### src/rtl/conv_agu_gen_if.sv
// Tap-tuple bus of the convolution address generator, together with its index-buffer read port.
interface conv_agu_gen_if #(
    parameter int ADDR_W = 8,
    parameter int IDX_W  = 4,
    parameter int BATCH  = 4
);
    localparam int SEL_W = $clog2(BATCH);

    logic [ADDR_W-1:0]  idx_rd_addr;
    logic [2*IDX_W-1:0] idx;
    logic               out_valid;
    logic [ADDR_W-1:0]  dbuf_addr;
    logic               dbuf_mask;
    logic [1:0]         dbuf_mux;
    logic [ADDR_W-1:0]  pbuf_addr;
    logic [SEL_W-1:0]   pbuf_sel;
    logic [ADDR_W-1:0]  abuf_addr;
    logic [BATCH-1:0]   abuf_acc_en;
    logic               abuf_acc_new;
    logic               mac_new_acc;

    modport master (
        output idx_rd_addr, out_valid, dbuf_addr, dbuf_mask, dbuf_mux, pbuf_addr,
               pbuf_sel, abuf_addr, abuf_acc_en, abuf_acc_new, mac_new_acc,
        input  idx
    );

    modport slave (
        input  idx_rd_addr, out_valid, dbuf_addr, dbuf_mask, dbuf_mux, pbuf_addr,
               pbuf_sel, abuf_addr, abuf_acc_en, abuf_acc_new, mac_new_acc,
        output idx
    );
endinterface

### src/rtl/conv_agu_gen.sv
// Convolution address generator: walks ker_x/ker_y/pix/chan and emits one buffer-address tuple
// per tap through a four-stage pipeline; the index buffer is read in the second stage.
//   state   | meaning
//   S_IDLE  | waiting for start, outputs quiet
//   S_RUN   | issuing one tap per unstalled cycle
//   S_DRAIN | final tap issued, waiting for it to leave the pipeline
module conv_agu_gen #(
    parameter int ADDR_W   = 8,
    parameter int IDX_W    = 4,
    parameter int BATCH    = 4,
    parameter int KER_MAX  = 5,
    parameter int GRP_ID_Y = 0,
    parameter int GRP_ID_X = 0
) (
    input  logic       clk,
    input  logic       rst,
    input  logic       start,
    input  logic       stall,
    output logic       busy,
    output logic       done,
    input  logic [1:0] conf_mode,
    input  logic [2:0] conf_ker,
    input  logic       conf_stride,
    input  logic [5:0] conf_row_cnt,
    input  logic [7:0] conf_trip_cnt,
    input  logic       conf_is_new,
    input  logic       conf_pad_u,
    input  logic       conf_pad_l,
    input  logic [5:0] conf_lim_r,
    input  logic [5:0] conf_lim_d,
    conv_agu_gen_if.master bus
);
    localparam int SEL_W = $clog2(BATCH);
    localparam int LIN_W = ADDR_W + SEL_W;
    localparam int KW    = $clog2(KER_MAX + 1);
    localparam int DW    = IDX_W + 4;

    typedef enum logic [1:0] {S_IDLE = 2'd0, S_RUN = 2'd1, S_DRAIN = 2'd2} state_t;

    typedef struct packed {
        logic              valid;
        logic              fin;
        logic              mask;
        logic [1:0]        mux;
        logic [3:0]        pe_bits;
        logic [ADDR_W-1:0] dbuf_addr;
        logic [ADDR_W-1:0] pbuf_addr;
        logic [SEL_W-1:0]  pbuf_sel;
        logic [ADDR_W-1:0] abuf_addr;
        logic              acc_en;
        logic              acc_new;
        logic              mac_new;
    } tap_t;

    state_t            state_q, state_d;
    logic              mode_q, stride_q, new_q, padu_q, padl_q;
    logic [KW-1:0]     ker_q;
    logic [5:0]        row_q, limr_q, limd_q;
    logic [7:0]        trip_q;
    logic [KW-1:0]     kx_q, kx_d, ky_q, ky_d;
    logic [5:0]        pix_q, pix_d;
    logic [7:0]        chan_q, chan_d;
    logic [ADDR_W-1:0] rd_addr_q, rd_addr_d;
    logic              issue, accept, final_tap;
    logic              last_kx, last_ky, last_pix, last_chan;
    logic [7:0]        wx, wy, pex, pey;
    logic [LIN_W-1:0]  lin;
    tap_t              tap_d, st1_d;
    tap_t              pipe_q [4];
    logic              unused_bits;

    assign issue  = (state_q == S_RUN) && !stall;
    assign accept = (state_q == S_IDLE) && start;

    always_ff @(posedge clk) begin
        if (rst) state_q <= S_IDLE;
        else     state_q <= state_d;
    end

    always_comb begin
        state_d = state_q;
        unique case (state_q)
            S_IDLE:  if (start) state_d = S_RUN;
            S_RUN:   if (issue && final_tap) state_d = S_DRAIN;
            S_DRAIN: if (!stall && pipe_q[3].valid && pipe_q[3].fin) state_d = S_IDLE;
            default: state_d = S_IDLE;
        endcase
    end

    always_comb begin
        busy = (state_q != S_IDLE);
    end

    always_comb begin
        last_kx   = (kx_q == ker_q - KW'(1));
        last_ky   = (ky_q == ker_q - KW'(1));
        last_pix  = (pix_q == row_q);
        last_chan = (chan_q == trip_q);
        final_tap = last_kx && last_ky && last_pix && last_chan;
        kx_d      = last_kx ? '0 : kx_q + KW'(1);
        ky_d      = last_kx ? (last_ky ? '0 : ky_q + KW'(1)) : ky_q;
        pix_d     = (last_kx && last_ky) ? (last_pix ? '0 : pix_q + 6'd1) : pix_q;
        chan_d    = chan_q;
        rd_addr_d = rd_addr_q;
        if (last_kx && last_ky && last_pix) begin
            chan_d = last_chan ? '0 : chan_q + 8'd1;
            if (!last_chan) rd_addr_d = rd_addr_q + ADDR_W'(1);
        end
    end

    always_ff @(posedge clk) begin
        if (rst) begin
            {mode_q, stride_q, new_q, padu_q, padl_q} <= '0;
            ker_q     <= '0;
            row_q     <= '0;
            trip_q    <= '0;
            limr_q    <= '0;
            limd_q    <= '0;
            kx_q      <= '0;
            ky_q      <= '0;
            pix_q     <= '0;
            chan_q    <= '0;
            rd_addr_q <= '0;
        end else if (accept) begin
            mode_q    <= conf_mode[1];
            stride_q  <= conf_stride;
            new_q     <= conf_is_new;
            padu_q    <= conf_pad_u;
            padl_q    <= conf_pad_l;
            ker_q     <= KW'(conf_ker);
            row_q     <= conf_row_cnt;
            trip_q    <= conf_trip_cnt;
            limr_q    <= conf_lim_r;
            limd_q    <= conf_lim_d;
            kx_q      <= '0;
            ky_q      <= '0;
            pix_q     <= '0;
            chan_q    <= '0;
            rd_addr_q <= '0;
        end else if (issue) begin
            kx_q      <= kx_d;
            ky_q      <= ky_d;
            pix_q     <= pix_d;
            chan_q    <= chan_d;
            rd_addr_q <= rd_addr_d;
        end
    end

    // Window and PE coordinates wrap as 8-bit two's complement; bit 7 marks a negative window.
    always_comb begin
        wx  = 8'(kx_q) - 8'(padl_q) + (stride_q ? {1'b0, pix_q, 1'b0} : {2'b00, pix_q});
        wy  = 8'(ky_q) - 8'(padu_q);
        pex = wx[0] ? wx + 8'd1 - 8'(GRP_ID_X) : wx + 8'(GRP_ID_X);
        pey = wy[0] ? wy + 8'd1 - 8'(GRP_ID_Y) : wy + 8'(GRP_ID_Y);
        lin = LIN_W'(chan_q) * LIN_W'(ker_q) * LIN_W'(ker_q)
            + LIN_W'(ky_q) * LIN_W'(ker_q) + LIN_W'(kx_q);
        tap_d = '0;
        if (issue) begin
            tap_d.valid     = 1'b1;
            tap_d.fin       = final_tap;
            tap_d.mask      = !wx[7] && (wx <= 8'(limr_q)) && !wy[7] && (wy <= 8'(limd_q));
            tap_d.mux       = {wy[0], wx[0]};
            tap_d.pe_bits   = {pey[1], pex[3:1]};
            tap_d.pbuf_addr = mode_q ? ADDR_W'({chan_q, 4'b0000} + 12'(pix_q)) : lin[LIN_W-1:SEL_W];
            tap_d.pbuf_sel  = mode_q ? '0 : lin[SEL_W-1:0];
            tap_d.abuf_addr = ADDR_W'(pix_q);
            tap_d.acc_en    = last_kx && last_ky;
            tap_d.acc_new   = last_kx && last_ky && (chan_q == 8'd0) && new_q;
            tap_d.mac_new   = (kx_q == '0) && (ky_q == '0);
        end
    end

    always_comb begin
        st1_d = pipe_q[0];
        if (pipe_q[0].valid)
            st1_d.dbuf_addr = ADDR_W'({bus.idx[IDX_W-1:0], 4'b0000} | DW'(pipe_q[0].pe_bits));
    end

    always_ff @(posedge clk) begin
        if (rst) begin
            for (int i = 0; i < 4; i++) pipe_q[i] <= '0;
        end else if (!stall) begin
            pipe_q[0] <= tap_d;
            pipe_q[1] <= st1_d;
            pipe_q[2] <= pipe_q[1];
            pipe_q[3] <= pipe_q[2];
        end
    end

    assign done             = pipe_q[3].valid && pipe_q[3].fin;
    assign bus.idx_rd_addr  = rd_addr_q;
    assign bus.out_valid    = pipe_q[3].valid;
    assign bus.dbuf_addr    = pipe_q[3].dbuf_addr;
    assign bus.dbuf_mask    = pipe_q[3].mask;
    assign bus.dbuf_mux     = pipe_q[3].mux;
    assign bus.pbuf_addr    = pipe_q[3].pbuf_addr;
    assign bus.pbuf_sel     = pipe_q[3].pbuf_sel;
    assign bus.abuf_addr    = pipe_q[3].abuf_addr;
    assign bus.abuf_acc_en  = {BATCH{pipe_q[3].acc_en}};
    assign bus.abuf_acc_new = pipe_q[3].acc_new;
    assign bus.mac_new_acc  = pipe_q[3].mac_new;

    assign unused_bits = ^{conf_mode[0], bus.idx[2*IDX_W-1:IDX_W], pex[7:4], pex[0], pey[7:2], pey[0]};
endmodule

### src/flat_wrapper.sv
// flat-port wrapper written by rule: the top's interface ports become plain ports
module conv_agu_gen_flat 
#(
    parameter int ADDR_W   = 8,
    parameter int IDX_W    = 4,
    parameter int BATCH    = 4,
    parameter int KER_MAX  = 5,
    parameter int GRP_ID_Y = 0,
    parameter int GRP_ID_X = 0
)
  (clk, rst, start, stall, busy, done, conf_mode, conf_ker, conf_stride, conf_row_cnt, conf_trip_cnt, conf_is_new, conf_pad_u, conf_pad_l, conf_lim_r, conf_lim_d, bus_idx_rd_addr, bus_out_valid, bus_dbuf_addr, bus_dbuf_mask, bus_dbuf_mux, bus_pbuf_addr, bus_pbuf_sel, bus_abuf_addr, bus_abuf_acc_en, bus_abuf_acc_new, bus_mac_new_acc, bus_idx);
  conv_agu_gen_if #(.ADDR_W(ADDR_W), .IDX_W(IDX_W), .BATCH(BATCH)) bus_i ();
  input  logic clk;
  input  logic rst;
  input  logic start;
  input  logic stall;
  output logic busy;
  output logic done;
  input  logic [1:0] conf_mode;
  input  logic [2:0] conf_ker;
  input  logic conf_stride;
  input  logic [5:0] conf_row_cnt;
  input  logic [7:0] conf_trip_cnt;
  input  logic conf_is_new;
  input  logic conf_pad_u;
  input  logic conf_pad_l;
  input  logic [5:0] conf_lim_r;
  input  logic [5:0] conf_lim_d;
  output wire logic [$bits(bus_i.idx_rd_addr)-1:0] bus_idx_rd_addr;
  output wire logic [$bits(bus_i.out_valid)-1:0] bus_out_valid;
  output wire logic [$bits(bus_i.dbuf_addr)-1:0] bus_dbuf_addr;
  output wire logic [$bits(bus_i.dbuf_mask)-1:0] bus_dbuf_mask;
  output wire logic [$bits(bus_i.dbuf_mux)-1:0] bus_dbuf_mux;
  output wire logic [$bits(bus_i.pbuf_addr)-1:0] bus_pbuf_addr;
  output wire logic [$bits(bus_i.pbuf_sel)-1:0] bus_pbuf_sel;
  output wire logic [$bits(bus_i.abuf_addr)-1:0] bus_abuf_addr;
  output wire logic [$bits(bus_i.abuf_acc_en)-1:0] bus_abuf_acc_en;
  output wire logic [$bits(bus_i.abuf_acc_new)-1:0] bus_abuf_acc_new;
  output wire logic [$bits(bus_i.mac_new_acc)-1:0] bus_mac_new_acc;
  input wire logic [$bits(bus_i.idx)-1:0] bus_idx;
  assign bus_idx_rd_addr = bus_i.idx_rd_addr;
  assign bus_out_valid = bus_i.out_valid;
  assign bus_dbuf_addr = bus_i.dbuf_addr;
  assign bus_dbuf_mask = bus_i.dbuf_mask;
  assign bus_dbuf_mux = bus_i.dbuf_mux;
  assign bus_pbuf_addr = bus_i.pbuf_addr;
  assign bus_pbuf_sel = bus_i.pbuf_sel;
  assign bus_abuf_addr = bus_i.abuf_addr;
  assign bus_abuf_acc_en = bus_i.abuf_acc_en;
  assign bus_abuf_acc_new = bus_i.abuf_acc_new;
  assign bus_mac_new_acc = bus_i.mac_new_acc;
  assign bus_i.idx = bus_idx;
  conv_agu_gen #(.ADDR_W(ADDR_W), .IDX_W(IDX_W), .BATCH(BATCH), .KER_MAX(KER_MAX), .GRP_ID_Y(GRP_ID_Y), .GRP_ID_X(GRP_ID_X)) u_core (.clk(clk), .rst(rst), .start(start), .stall(stall), .busy(busy), .done(done), .conf_mode(conf_mode), .conf_ker(conf_ker), .conf_stride(conf_stride), .conf_row_cnt(conf_row_cnt), .conf_trip_cnt(conf_trip_cnt), .conf_is_new(conf_is_new), .conf_pad_u(conf_pad_u), .conf_pad_l(conf_pad_l), .conf_lim_r(conf_lim_r), .conf_lim_d(conf_lim_d), .bus(bus_i));
endmodule
### config.mk
export PLATFORM = sky130hd
export DESIGN_NAME = conv_agu_gen_flat
export DESIGN_NICKNAME = d
export VERILOG_FILES = /design/src/rtl/conv_agu_gen_if.sv /design/src/rtl/conv_agu_gen.sv /design/src/flat_wrapper.sv
export SDC_FILE = /design/constraint.sdc
export NUM_CORES = 1
export LEC_CHECK = 0
export BUFFER_PORTS_ARGS = -buffer_cell sky130_fd_sc_hd__buf_2
export CAP_MARGIN = 20
export CORE_MARGIN = 5
export CORE_UTILIZATION = 40
export DETAILED_ROUTE_END_ITERATION = 10
export PLACE_DENSITY = 0.56
export SLEW_MARGIN = 20
export SYNTH_ARGS = -nofsm -noshare
export SYNTH_HDL_FRONTEND = slang
export SYNTH_SLANG_ARGS = --single-unit
export TNS_END_PERCENT = 50
### constraint.sdc
create_clock -name clk -period 8.29 [get_ports clk]
set_clock_uncertainty 0.2 [all_clocks]
set_input_delay 0.4145 -clock clk [delete_from_list [all_inputs] [get_ports clk]]
set_output_delay 0.4145 -clock clk [all_outputs]
set_load 0.1 [all_outputs]
======== Word-level counts from Yosys, hierarchy flattened ========
Memories as Yosys holds them, arrays and structs flattened.
Index checks and enable logic that the tools add are counted.
storage, ports and cells
  flip-flop bits (word level) ............. 64
  bits in writable memories ............... 152
  input bits .............................. 47
  output and inout bits ................... 46
  logic and storage cells ................. 105
  memories kept ........................... 1
memory list
  name           words  width  rd ports  clocked after Yosys merged registers in  write ports  RTL line            text
  u_core.pipe_q  4      38     4         0                                        4            conv_agu_gen.sv:69  tap_t pipe_q [4];
cells by class
  $add $sub $neg .......................... 14
  $mul .................................... 3
  order comparisons ....................... 2
  eq/ne operators ......................... 9
  multiplexer cells ....................... 25
  bitwise logic cells ..................... 6
  reductions and logical operators ........ 29
operators by type and width
  cell                   count
  $mux W38               4
  $mux W8                3
  $mux W21               1
  $add A8 B1 Y8 const B  2
  $le A8 B6 Y1           2
  $logic_and A1 B1 Y1    15
  $add A10 B3 Y10        1
  $add A10 B6 Y10        1
  $mul A10 B3 Y10        1
  $mul A8 B3 Y10         1
  $mux W2                5
  $mux W9                1
  $add A8 B6 Y8          1
  $add A8 B7 Y8          1
  $eq A8 B8 Y1           1
  $logic_not A8 Y1       1
  $or A8 B4 Y8           1
  $sub A3 B1 Y4          2
  $mux W7                1
  $add A3 B1 Y3 const B  2
  $add A6 B1 Y6 const B  1
  $eq A3 B3 Y1           2
  $eq A6 B6 Y1           1
  $logic_not A3 Y1       2
  other kinds (21)       35

======== Longest topological paths before layout ========
  depth after elaboration ................. 8
  depth in mapped cells ................... 22
  mapped depth without buffers ............ 20

======== Worst setup path before layout ========
OpenSTA, ideal clock, no wires.
  kind .................................... register to register
  start ................................... reg u_core.ker_q[2]
  end ..................................... mem u_core.pipe_q[0][20] (netlist name), data pin
  setup time .............................. 0.254 ns
  arrival ................................. 5.940 ns
  required time ........................... 7.836 ns
  path slack .............................. 1.895 ns
  cell stages (with the launch flop) ...... 23
  path buffers ............................ 2
  clock period less this slack ............ 6.395 ns
  path through ............................ dfxtp_1 -> clkbuf_1 -> clkbuf_1 -> nand2_1 -> fa_1 -> inv_1 -> ha_1 -> fa_1 -> and2_1 -> fa_1 -> inv_1 -> fa_1 -> inv_1 -> fa_1 -> ha_1 -> ha_1 -> nor2b_1 -> nor3_1 -> o21bai_1 -> or3_1 -> a31oi_1 -> xnor3_1 -> o21a_1
RTL lines
  element                 RTL line             text
  from (decl)             conv_agu_gen.sv:57   logic [KW-1:0] ker_q;
  from (signal assigned)  conv_agu_gen.sv:130  ker_q <= KW'(conf_ker);
  to (decl)               conv_agu_gen.sv:69

==> flow_summary_export.csv <==
group,metric,value,unit
setup_path,crit_start,"u_core.ker_q[0]",
logic_synthesis,synth_seq_cells,188,
floorplan,die_y,171,microns
final_layout,area_growth,11.2,%
hold_path,min_path_type,"in -> reg",
logic_synthesis,ys_warn_count,0,
power,cellLeakagePower,5.07,nW
logic_synthesis,synth_top_area_share,0.358,
setup_path,crit_type,"reg -> reg",
sta,final-setup-viol-count,0,
floorplan,die_area,29300,sq um
routing,via_per_inst,4.74,
logic_synthesis,ys_async_sr_fraction,0,
logic_synthesis,ys_top_cells_by_count,"nand2_1, edfxtp_1, and2_1, ha_1, inv_1",
setup_path,cp.arrival,6.46,ns
clock_network,htree_levels,4,
routing,drc,0,
clock_network,cts_sinks,188,
setup_path,worst_r2r_endpoint,"u_core.pipe_q[0][20]",
global_route,antenna_found_initial,0,
setup_path,worstPathRequired,8.28,ns
clock_network,cts-root-buf,"clkbuf_16",
power,powerDensity,186,nW/um^2
clock_network,clockBufferDepth,2,
global_route,met2_usage,0.203,
setup_path,cp_max_fo,21,
placed_design,gp_congestion,0.767,
floorplan,rows,59,
setup_path,crit_end,"u_core.pipe_q[0][20]",
global_route,grtUsageMet1,0.179,
setup_path,worstRegToRegCells,20,
final_layout,fin_nets,1179,
sta,fmax,0.155,GHz
final_layout,num_antenna_cells,0,
logic_synthesis,synth_cells,999,
power,peakVddDrop,0.000128,V
setup_path,startpoint_type,"flip-flop",
routing,drt-total-wl,18600,microns
sta,min_period_over_period,0.781,
clock_network,post_cts_buffers,0,
final_layout,final_area,11600,sq um
global_route,grt_pass1_vias,6207,
global_route,grt_first_pass_wirelength,30600,microns
logic_synthesis,syn_area_per_cell,10.4,sq um
logic_synthesis,synth.most_common_cell,"nand2_1",
logic_synthesis,ys.flop_type,"edfxtp_1",
sta,hold_viol,0,
global_route,grt_overflow_total,0,
clock_network,cts_tree,"yes",
global_route,grtUsageMet3,0.0317,
routing,routedWlPerCell,13.4,microns
setup_path,end_kind,"flip-flop",
placed_design,portBuffers,85,
logic_synthesis,synth_seq_area_share,0.481,
final_layout,drive_gt1_frac,0.127,
clock_network,cts_inserted_buffers,17,
floorplan,io_pins,93,
global_route,grt_max_degree,104,
logic_synthesis,yosysTopAreaCell,"edfxtp_1",
global_route,grt_busiest_layer,"met2",
sta,fin_crit,6.47,ns
floorplan,initial_core_util,0.402,
placed_design,dpl_cell_area,10900,sq um
job,drv_cap,0,
placed_design,dp.final_hpwl,13000,microns
clock_network,clkLatencyLatePin,0.43,ns
status,status,"finished clean",
sta,worst_slew_pin_slew,0.886,ns
global_route,grt_usage,0.130,
sta,tns,0,ns
sta,maxSlewViolCount,0,
logic_synthesis,yosys-top-cells-area,"edfxtp_1, dfxtp_1, ha_1",
clock_network,cts_repair_resize_count,0,
clock_network,path_clk_slew,0.07,ns
setup_path,rr_startpoint,"u_core.ker_q[0]",
routing,num_vias,6560,
floorplan,die_x,171,microns
logic_synthesis,yosysUniqueCellTypes,54,
sta,rsz0062_at_grt,"false",
logic_synthesis,synth-edff-count,124,
routing,ant_nets,0,
routing,drt_iter0_markers,361,
routing,dr.pass1.iters,5,
floorplan,core_area,25800,sq um
setup_path,r2r_slack,1.82,ns
logic_synthesis,synth_area,10400,sq um
sta,slew_headroom,0.409,
==> stage by stage <==
stage                     cells  setup slack (ns)  power (W)   util  hold WS, ns
after detailed placement   1347              1.80    0.00131  0.421        0.248
after CTS                  1384              1.79    0.00218  0.447     0.000976
final                      1384              1.82    0.00215  0.447       0.0236
after global placement     1347              1.82    0.00131  0.421        0.244
after floorplan            1000              1.90    0.00127      -        0.231
after global routing       1384              1.51    0.00223  0.447       0.0138
==> flip-flops by register name, summed over array words and instances, names as in the netlist <==
name                    flops
u_core.new_q                1
u_core.ky_q                 3
u_core.pix_q                6
u_core.state_q              2
u_core.kx_q                 3
u_core.padl_q               1
u_core.trip_q               8
u_core.limd_q               6
u_core.ker_q                3
u_core.mode_q               1
u_core.bus.idx_rd_addr      8
u_core.stride_q             1
u_core.padu_q               1
u_core.row_q                6
u_core.limr_q               6
u_core.chan_q               8
u_core.pipe_q             124
==> metal layers <==
layer	up-vias	part of all wire
li1	3387	-
met1	3029	0.49
met2	125	0.44
met3	19	0.049
met4	0	0.015
met5	-	0
==> cells by family (layout without fill, tap and decap cells) <==
| logic type | after synthesis | after routing | share of synthesized area |
|---|---|---|---|
| other | 1 | 2 | 0.000361 |
| XOR/XNOR | 57 | 57 | 0.0521 |
| AO/OA/AOI/OAI | 115 | 115 | 0.0635 |
| AND/OR/NAND/NOR | 386 | 386 | 0.194 |
| adder cells (fa/ha/maj) | 96 | 96 | 0.134 |
| flip-flops | 188 | 188 | 0.481 |
| buffers and inverters | 147 | 196 | 0.0650 |
| multiplexers | 9 | 9 | 0.00915 |
==> critical path, stage by stage, from the launching register on <==
cell and delay, ns:
dfxtp_1 0.81, nand2_1 0.15, fa_1 0.50, inv_1 0.04, ha_1 0.23, fa_1 0.47, and2_1 0.19, fa_1 0.47
inv_1 0.05, fa_1 0.47, inv_1 0.05, fa_1 0.47, ha_1 0.30, ha_1 0.32, nor2b_1 0.16, nor3_1 0.18
o21bai_1 0.12, or3_1 0.31, a31oi_1 0.22, xnor3_1 0.33, o21a_1 0.17
==> worst min path at each step <==
stage,start,endpoint,slack [ns],depth (start not counted)
after detailed placement,u_core.limd_q[4],u_core.limd_q[4],0.25,2
after floorplan,u_core.new_q,u_core.new_q,0.23,2
after global placement,u_core.limd_q[4],u_core.limd_q[4],0.24,2
after CTS,conf_is_new,u_core.new_q,0.001,3
final,conf_lim_r[5],u_core.limr_q[5],0.02,3
after global routing,conf_trip_cnt[4],u_core.trip_q[4],0.01,3
==> power breakdown <==
part | total (W) | switching [W] | internal (W) | leakage [nW]
sequential | 0.00106 | 0.0000191 | 0.00104 | 1.90
combinational | 0.000224 | 0.000165 | 0.0000588 | 2.86
clock | 0.000866 | 0.000378 | 0.000488 | 0.310
total | 0.00215 | 0.000562 | 0.00159 | 5.07
==> cells in the final DEF (no fill, tap or decap), types with 4 or more instances in the layout <==
cell           netlist  routed
mux2_2               4       4
buf_4               32       6
edfxtp_1           124     124
and2_1             108     108
dfxtp_1             64      64
dlygate4sd3_1        0       5
nand2_1            128     128
inv_1               68      68
nor2_1              61      60
a21o_1               4       4
mux2i_1              5       5
nor2b_1             10      10
xor2_1              24      24
nor3_1               8       8
nand3_1              8       8
buf_2                3      85
nand3b_1             5       5
ha_1                70      70
a21oi_1             62      62
inv_8                0       5
xnor2_1             30      30
o21a_1               9       9
clkbuf_16            0      17
fa_1                26      26
and3_1              20      20
nand4_1              8       8
o21ai_0             21      21
nor3b_1              7       7
==> final cells by class <==
class | instances | area (sq um)
Timing Repair Buffer | 96 | 520
Clock inverter | 15 | 201
Multi-Input combinational cell | 665 | 4730
Fill cell | 2490 | 14300
Tap cell | 335 | 419
Clock buffer | 17 | 425
Inverter | 68 | 255
Sequential cell | 188 | 5000
==> timing repair <==
| action | 4_1_cts | 5_1_grt |
|---|---|---|
| hold buffers | 5 | 0 |
| hold endpoints to repair | 5 | 0 |
| endpoints found under the setup margin | 0 | 0 |
Power figures use the tool's default switching activity.
